<file path="src/rtl/alu_pkg.sv">
// rtl/alu_pkg.sv - shared encodings for the sequential ALU core
package alu_pkg;

   typedef enum logic [2:0] {
      OP_ADD = 3'b000,
      OP_SUB = 3'b001,
      OP_AND = 3'b010,
      OP_OR  = 3'b011,
      OP_XOR = 3'b100,
      OP_SHL = 3'b101,
      OP_SHR = 3'b110,
      OP_MUL = 3'b111
   } alu_op_e;

   typedef enum logic [1:0] {
      IDLE = 2'b00,
      MUL  = 2'b01,
      DONE = 2'b10
   } alu_state_e;

   localparam int FLAG_N = 3;
   localparam int FLAG_Z = 2;
   localparam int FLAG_C = 1;
   localparam int FLAG_V = 0;

endpackage

</file>
<file path="src/rtl/alu_mul_seq.sv">
// rtl/alu_mul_seq.sv - unsigned shift-add multiplier, one multiplier bit per cycle
module alu_mul_seq
#(
   parameter int WIDTH = 8,
   parameter int SHW   = $clog2(WIDTH)
)
(
   input  logic                 clk,
   input  logic                 rst,
   input  logic                 start,
   input  logic [WIDTH-1:0]     a,
   input  logic [WIDTH-1:0]     b,
   output logic                 busy,
   output logic                 done,
   output logic [2*WIDTH-1:0]   product
);

   logic [WIDTH-1:0] mcand;
   logic [WIDTH-1:0] hi;
   logic [WIDTH-1:0] lo;
   logic [SHW:0]     cnt;
   logic             busy_q;
   logic [WIDTH:0]   step_sum;
   logic [WIDTH-1:0] hi_nxt;
   logic [WIDTH-1:0] lo_nxt;

   // One shift-add step; product is the value written at this edge, final when done is high
   always_comb begin
      step_sum = {1'b0, hi} + (lo[0] ? {1'b0, mcand} : '0);
      hi_nxt   = step_sum[WIDTH:1];
      lo_nxt   = {step_sum[0], lo[WIDTH-1:1]};
      product  = {hi_nxt, lo_nxt};
      busy     = busy_q;
      done     = busy_q && (cnt == (SHW+1)'(1));
   end

   // Operand load on start, then WIDTH shift-add iterations
   always_ff @(posedge clk or posedge rst) begin
      if (rst) begin
         mcand  <= '0;
         hi     <= '0;
         lo     <= '0;
         cnt    <= '0;
         busy_q <= 1'b0;
      end else if (start) begin
         mcand  <= a;
         hi     <= '0;
         lo     <= b;
         cnt    <= (SHW+1)'(WIDTH);
         busy_q <= 1'b1;
      end else if (busy_q) begin
         hi  <= hi_nxt;
         lo  <= lo_nxt;
         cnt <= cnt - (SHW+1)'(1);
         if (cnt == (SHW+1)'(1)) begin
            busy_q <= 1'b0;
         end
      end
   end

endmodule

</file>
<file path="src/rtl/alu_seq_core.sv">
// rtl/alu_seq_core.sv - multi-cycle ALU with accumulator, flags and valid/ready handshakes
module alu_seq_core
   import alu_pkg::*;
#(
   parameter int WIDTH = 8,
   parameter int SHW   = $clog2(WIDTH)
)
(
   input  logic              clk,
   input  logic              rst,
   input  logic              in_valid,
   output logic              in_ready,
   input  logic [2:0]        op,
   input  logic              use_acc,
   input  logic [WIDTH-1:0]  a,
   input  logic [WIDTH-1:0]  b,
   output logic              out_valid,
   input  logic              out_ready,
   output logic [WIDTH-1:0]  result,
   output logic [WIDTH-1:0]  result_hi,
   output logic [3:0]        flags
);

   localparam int MSB = WIDTH - 1;

   alu_state_e         state;
   alu_state_e         state_nxt;
   alu_op_e            op_e;
   logic               accept;
   logic               mul_start;
   logic               mul_busy;
   logic               mul_done;
   logic [2*WIDTH-1:0] mul_product;

   logic [WIDTH-1:0]   acc;
   logic [WIDTH-1:0]   opa;
   logic [SHW-1:0]     shamt;
   logic [WIDTH:0]     add_full;
   logic [WIDTH:0]     sub_full;
   logic [WIDTH:0]     shl_full;
   logic [WIDTH:0]     shr_full;
   logic [WIDTH-1:0]   alu_res;
   logic [3:0]         alu_flags;
   logic [3:0]         mul_flags;

   alu_mul_seq #(.WIDTH(WIDTH), .SHW(SHW)) u_mul (
      .clk     (clk),
      .rst     (rst),
      .start   (mul_start),
      .a       (opa),
      .b       (b),
      .busy    (mul_busy),
      .done    (mul_done),
      .product (mul_product)
   );

   // Single-cycle ops; carry out of the top bit of the widened shifts is the last bit shifted out
   always_comb begin
      op_e     = alu_op_e'(op);
      opa      = use_acc ? acc : a;
      shamt    = b[SHW-1:0];
      add_full = {1'b0, opa} + {1'b0, b};
      sub_full = {1'b0, opa} - {1'b0, b};
      shl_full = {1'b0, opa} << shamt;
      shr_full = {opa, 1'b0} >> shamt;
      alu_res  = '0;
      alu_flags = '0;
      case (op_e)
         OP_ADD: begin
            alu_res           = add_full[MSB:0];
            alu_flags[FLAG_C] = add_full[WIDTH];
            alu_flags[FLAG_V] = (opa[MSB] == b[MSB]) && (add_full[MSB] != opa[MSB]);
         end
         OP_SUB: begin
            alu_res           = sub_full[MSB:0];
            alu_flags[FLAG_C] = sub_full[WIDTH];
            alu_flags[FLAG_V] = (opa[MSB] != b[MSB]) && (sub_full[MSB] != opa[MSB]);
         end
         OP_AND: alu_res = opa & b;
         OP_OR:  alu_res = opa | b;
         OP_XOR: alu_res = opa ^ b;
         OP_SHL: begin
            alu_res           = shl_full[MSB:0];
            alu_flags[FLAG_C] = shl_full[WIDTH];
         end
         OP_SHR: begin
            alu_res           = shr_full[WIDTH:1];
            alu_flags[FLAG_C] = shr_full[0];
         end
         default: alu_res = '0;
      endcase
      alu_flags[FLAG_N] = alu_res[MSB];
      alu_flags[FLAG_Z] = (alu_res == '0);

      mul_flags         = '0;
      mul_flags[FLAG_N] = mul_product[MSB];
      mul_flags[FLAG_Z] = (mul_product[MSB:0] == '0);
      mul_flags[FLAG_C] = (mul_product[2*WIDTH-1:WIDTH] != '0);
      mul_flags[FLAG_V] = (mul_product[2*WIDTH-1:WIDTH] != '0);
   end

   // State register
   always_ff @(posedge clk or posedge rst) begin
      if (rst) begin
         state <= IDLE;
      end else begin
         state <= state_nxt;
      end
   end

   // Next state and handshake outputs, all derived from registered state only
   always_comb begin
      state_nxt = state;
      in_ready  = 1'b0;
      out_valid = 1'b0;
      accept    = 1'b0;
      mul_start = 1'b0;
      case (state)
         IDLE: begin
            in_ready = !mul_busy;
            if (in_valid && !mul_busy) begin
               accept = 1'b1;
               if (op_e == OP_MUL) begin
                  mul_start = 1'b1;
                  state_nxt = MUL;
               end else begin
                  state_nxt = DONE;
               end
            end
         end
         MUL: begin
            if (mul_done) begin
               state_nxt = DONE;
            end else if (!mul_busy) begin
               state_nxt = IDLE;
            end
         end
         DONE: begin
            out_valid = 1'b1;
            if (out_ready) begin
               state_nxt = IDLE;
            end
         end
         default: state_nxt = IDLE;
      endcase
   end

   // Result, flags and accumulator load on entry to DONE; held while waiting for out_ready
   always_ff @(posedge clk or posedge rst) begin
      if (rst) begin
         acc       <= '0;
         result    <= '0;
         result_hi <= '0;
         flags     <= '0;
      end else if (accept && (op_e != OP_MUL)) begin
         acc       <= alu_res;
         result    <= alu_res;
         result_hi <= '0;
         flags     <= alu_flags;
      end else if ((state == MUL) && mul_done) begin
         acc       <= mul_product[MSB:0];
         result    <= mul_product[MSB:0];
         result_hi <= mul_product[2*WIDTH-1:WIDTH];
         flags     <= mul_flags;
      end
   end

endmodule

</file>
<file path="config.mk">
export PLATFORM = sky130hd
export DESIGN_NAME = alu_seq_core
export DESIGN_NICKNAME = d
export VERILOG_FILES = /design/src/rtl/alu_pkg.sv /design/src/rtl/alu_mul_seq.sv /design/src/rtl/alu_seq_core.sv
export SDC_FILE = /design/constraint.sdc
export NUM_CORES = 1
export LEC_CHECK = 0
export BUFFER_PORTS_ARGS = -buffer_cell sky130_fd_sc_hd__buf_2
export CORE_ASPECT_RATIO = 1.4
export CORE_UTILIZATION = 25
export DETAILED_ROUTE_END_ITERATION = 6
export GPL_TIMING_DRIVEN = 0
export HOLD_SLACK_MARGIN = 0.08
export PLACE_DENSITY = 0.49
export SYNTH_ARGS = -nofsm -noshare
export SYNTH_HDL_FRONTEND = slang
export SYNTH_SLANG_ARGS = --single-unit
</file>
<file path="constraint.sdc">
create_clock -name clk -period 4.4 [get_ports clk]
set_input_delay 1.32 -clock clk [delete_from_list [all_inputs] [get_ports clk]]
set_output_delay 1.32 -clock clk [all_outputs]
set_load 0.03 [all_outputs]
</file>
==> impl_metrics.env <==
export IMPL_status="complete, no violations"
export IMPL_cts_tree="built"
export IMPL_htree_levels=2
export IMPL_dpl_cell_area_um2=4920
export IMPL_grt_pass1_vias=4015
export IMPL_dieWidth_um=114
export IMPL_antenna_left=0
export IMPL_synth_top_cell_area_share=0.284
export IMPL_finalPower_uw=2500
export IMPL_finalInstanceArea_um2=5090
export IMPL_die_height_um=159
export IMPL_min_from="u_mul.mcand[1]"
export IMPL_startpoint_type="primary input"
export IMPL_regToRegStartpoint="acc[2]"
export IMPL_grt_pass1_wl_um=22700
export IMPL_synth_top_cell_by_area="dfrtp_1"
export IMPL_cp_arrival_ns=4.51
export IMPL_cts_buffer_depth=2
export IMPL_syn_area_per_cell_um2=8.67
export IMPL_synth_flop_cell="dfrtp_1"
export IMPL_max_slew_margin=0.450
export IMPL_synth_async_reset_ratio=1.00
export IMPL_gp_congestion=0.923
export IMPL_timing_rr_end="flags[2]"
export IMPL_hold_worst_slack_ns=0.483
export IMPL_synth_commonest_cells="76 x nand2_1, 50 x dfrtp_1, 38 x ha_1"
export IMPL_r2r_worst_path_cells=9
export IMPL_antenna_found_initial=1
export IMPL_slew_viol_final=0
export IMPL_r2r_setup_slack_ns=1.05
export IMPL_peakVddDrop_uv=164
export IMPL_vias=4008
export IMPL_area_growth_synth_to_final_pct=15.6
export IMPL_grt_usage=0.161
export IMPL_tns_ns=0
export IMPL_period_share=0.973
export IMPL_slowest_delay_ns=0.61
export IMPL_tightest_slew_ns=0.803
export IMPL_crit_slowest_cell="a2111oi_0"
export IMPL_hold_depth=2
export IMPL_clock_fmax_mhz=234
export IMPL_hold_viol=0
export IMPL_min_path_type="flip-flop to flip-flop"
export IMPL_ios=46
export IMPL_wire_per_inst_um=18.0
export IMPL_clock_sinks=50
export IMPL_ys_seq_area_frac=0.284
export IMPL_cp_end_kind="flip-flop"
export IMPL_leakage_uw=0.00230
export IMPL_synth_nets=572
export IMPL_grt_max_degree=33
export IMPL_drt_first_pass_iters=5
export IMPL_root_buffer="clkbuf_16"
export IMPL_core_area_um2=17300
export IMPL_clk_pin_slew_worst_paths_ns=0.08
export IMPL_routed_wl_um=14300
export IMPL_vias_per_cell=5.05
export IMPL_ys_warn_count=0
export IMPL_start_util=0.255
export IMPL_clk_insertion_delay_late_ns=0.30
export IMPL_route_detailed_drc=0
export IMPL_critPathMaxFanout=10
export IMPL_n_antenna_cell=0
export IMPL_crit_type="primary input to flip-flop"
export IMPL_fin_nets=622
export IMPL_drive_gt1_frac=0.165
export IMPL_drtIter0Drc=321
export IMPL_yosys_top_cells_area="dfrtp_1 28%, ha_1 11%, nand2_1 6.5%"
export IMPL_cp_required_ns=4.63
export IMPL_dp_hpwl_um=11700
export IMPL_fin_crit_ns=4.28
export IMPL_io_buffers=42
export IMPL_yosysMostFrequentCell="nand2_1"
export IMPL_crit_chain="buf_6, buf_12, mux2i_2, ha_1, clkbuf_1, nor3_1, a221oi_1, a31oi_1, xnor2_1, a2111oi_0, a41o_1"
export IMPL_postCtsSetupBuffers=0
export IMPL_synth_seq_cells=50
export IMPL_cap_viol_max_count=0
export IMPL_syn_cell_area_um2=4400
export IMPL_grt_remaining_overflow=0
export IMPL_cts_buffers=5
export IMPL_hold_end="u_mul.mcand[1]"
export IMPL_synth_edf_count=0
export IMPL_fin_skew_ns=0.00621
export IMPL_yosysUniqueCellTypes=68
export IMPL_syn_inst=507
export IMPL_dieArea_um2=18100
export IMPL_cellPowerDensity_nw_per_um2=492
export IMPL_rsz0062_at_grt="false"
export IMPL_row_count=57
export IMPL_setup_violations=0
worst max path at each step:
| stage | start | endpoint | cells after the start |
|---|---|---|---|
| after floorplan | use_acc | flags[2] | 13 |
| after global placement | use_acc | flags[2] | 11 |
| after detailed placement | use_acc | flags[2] | 11 |
| after CTS | use_acc | flags[2] | 11 |
| after global routing | use_acc | flags[2] | 11 |
| final | use_acc | flags[2] | 11 |
worst max-delay path: cells and delay by family:
family / cells / cell delay, ns
compound gates: 4 / 1.60
xor+xnor: 1 / 0.19
fa+ha+maj: 1 / 0.20
buf+inv: 3 / 0.56
mux: 1 / 0.51
simple gates: 1 / 0.11
sequential cells by signal (all words and copies together) (netlist names):
| signal | cells |
|---|---|
| u_mul.hi | 8 |
| u_mul.mcand | 8 |
| flags | 4 |
| u_mul.lo | 8 |
| u_mul.busy | 1 |
| u_mul.cnt | 4 |
| acc | 7 |
| state | 2 |
| result_hi | 8 |
cells in the final DEF (no fill, tap or decap), drive strengths merged, types with 12 or more instances in the layout:
cell and n:
buf 52, dfrtp 50, nand2 76, a22oi 19
a21oi 25, o21ai 31, clkbuf 24, nor3 14
nor2 24, inv 33, mux2i 18, ha 38
xnor2 12
power breakdown:
part	internal, uW	switching, uW	total (uW)
clock	218	194	412
combinational	486	841	1330
sequential	612	152	763
metal layers:
metal	up-vias	track usage	routed length (um)
li1	1921	-	-
met1	1934	0.192	5890
met2	114	0.282	7160
met3	37	0.0167	491
met4	2	0.0838	764
met5	-	0	13
area by class of cell:
| class | instances | area, um2 |
|---|---|---|
| Clock buffer | 5 | 125 |
| Tap cell | 236 | 295 |
| Sequential cell | 50 | 1250 |
| Timing Repair Buffer | 43 | 230 |
| Multi-Input combinational cell | 397 | 2900 |
| Fill cell | 1875 | 12200 |
| Clock inverter | 3 | 28.8 |
| Buffer | 28 | 140 |
| Inverter | 32 | 120 |
cell families after synthesis:
kind of cell	after synthesis	synth area share
AOI/OAI and AO/OA	136	0.208
DFF	50	0.284
buffers and inverters	60	0.0592
xor gates and xnor gates	17	0.0339
adders and majority gates	41	0.122
muxes	30	0.101
and+or+nand+nor	173	0.192
timing repair:
item	in CTS	in global routing
hold buffers	0	0
setup endpoints to repair	0	1
gates resized for setup	0	1
metrics by stage:
step	utilization	cells	setup WS, ns
final	0.295	794	0.119
after global routing	0.295	794	0.0280
after CTS	0.294	794	0.0712
after detailed placement	0.285	786	-0.211
after global placement	0.284	785	-0.169
after floorplan	-	507	0.647
(Power assumes the default switching activity.)
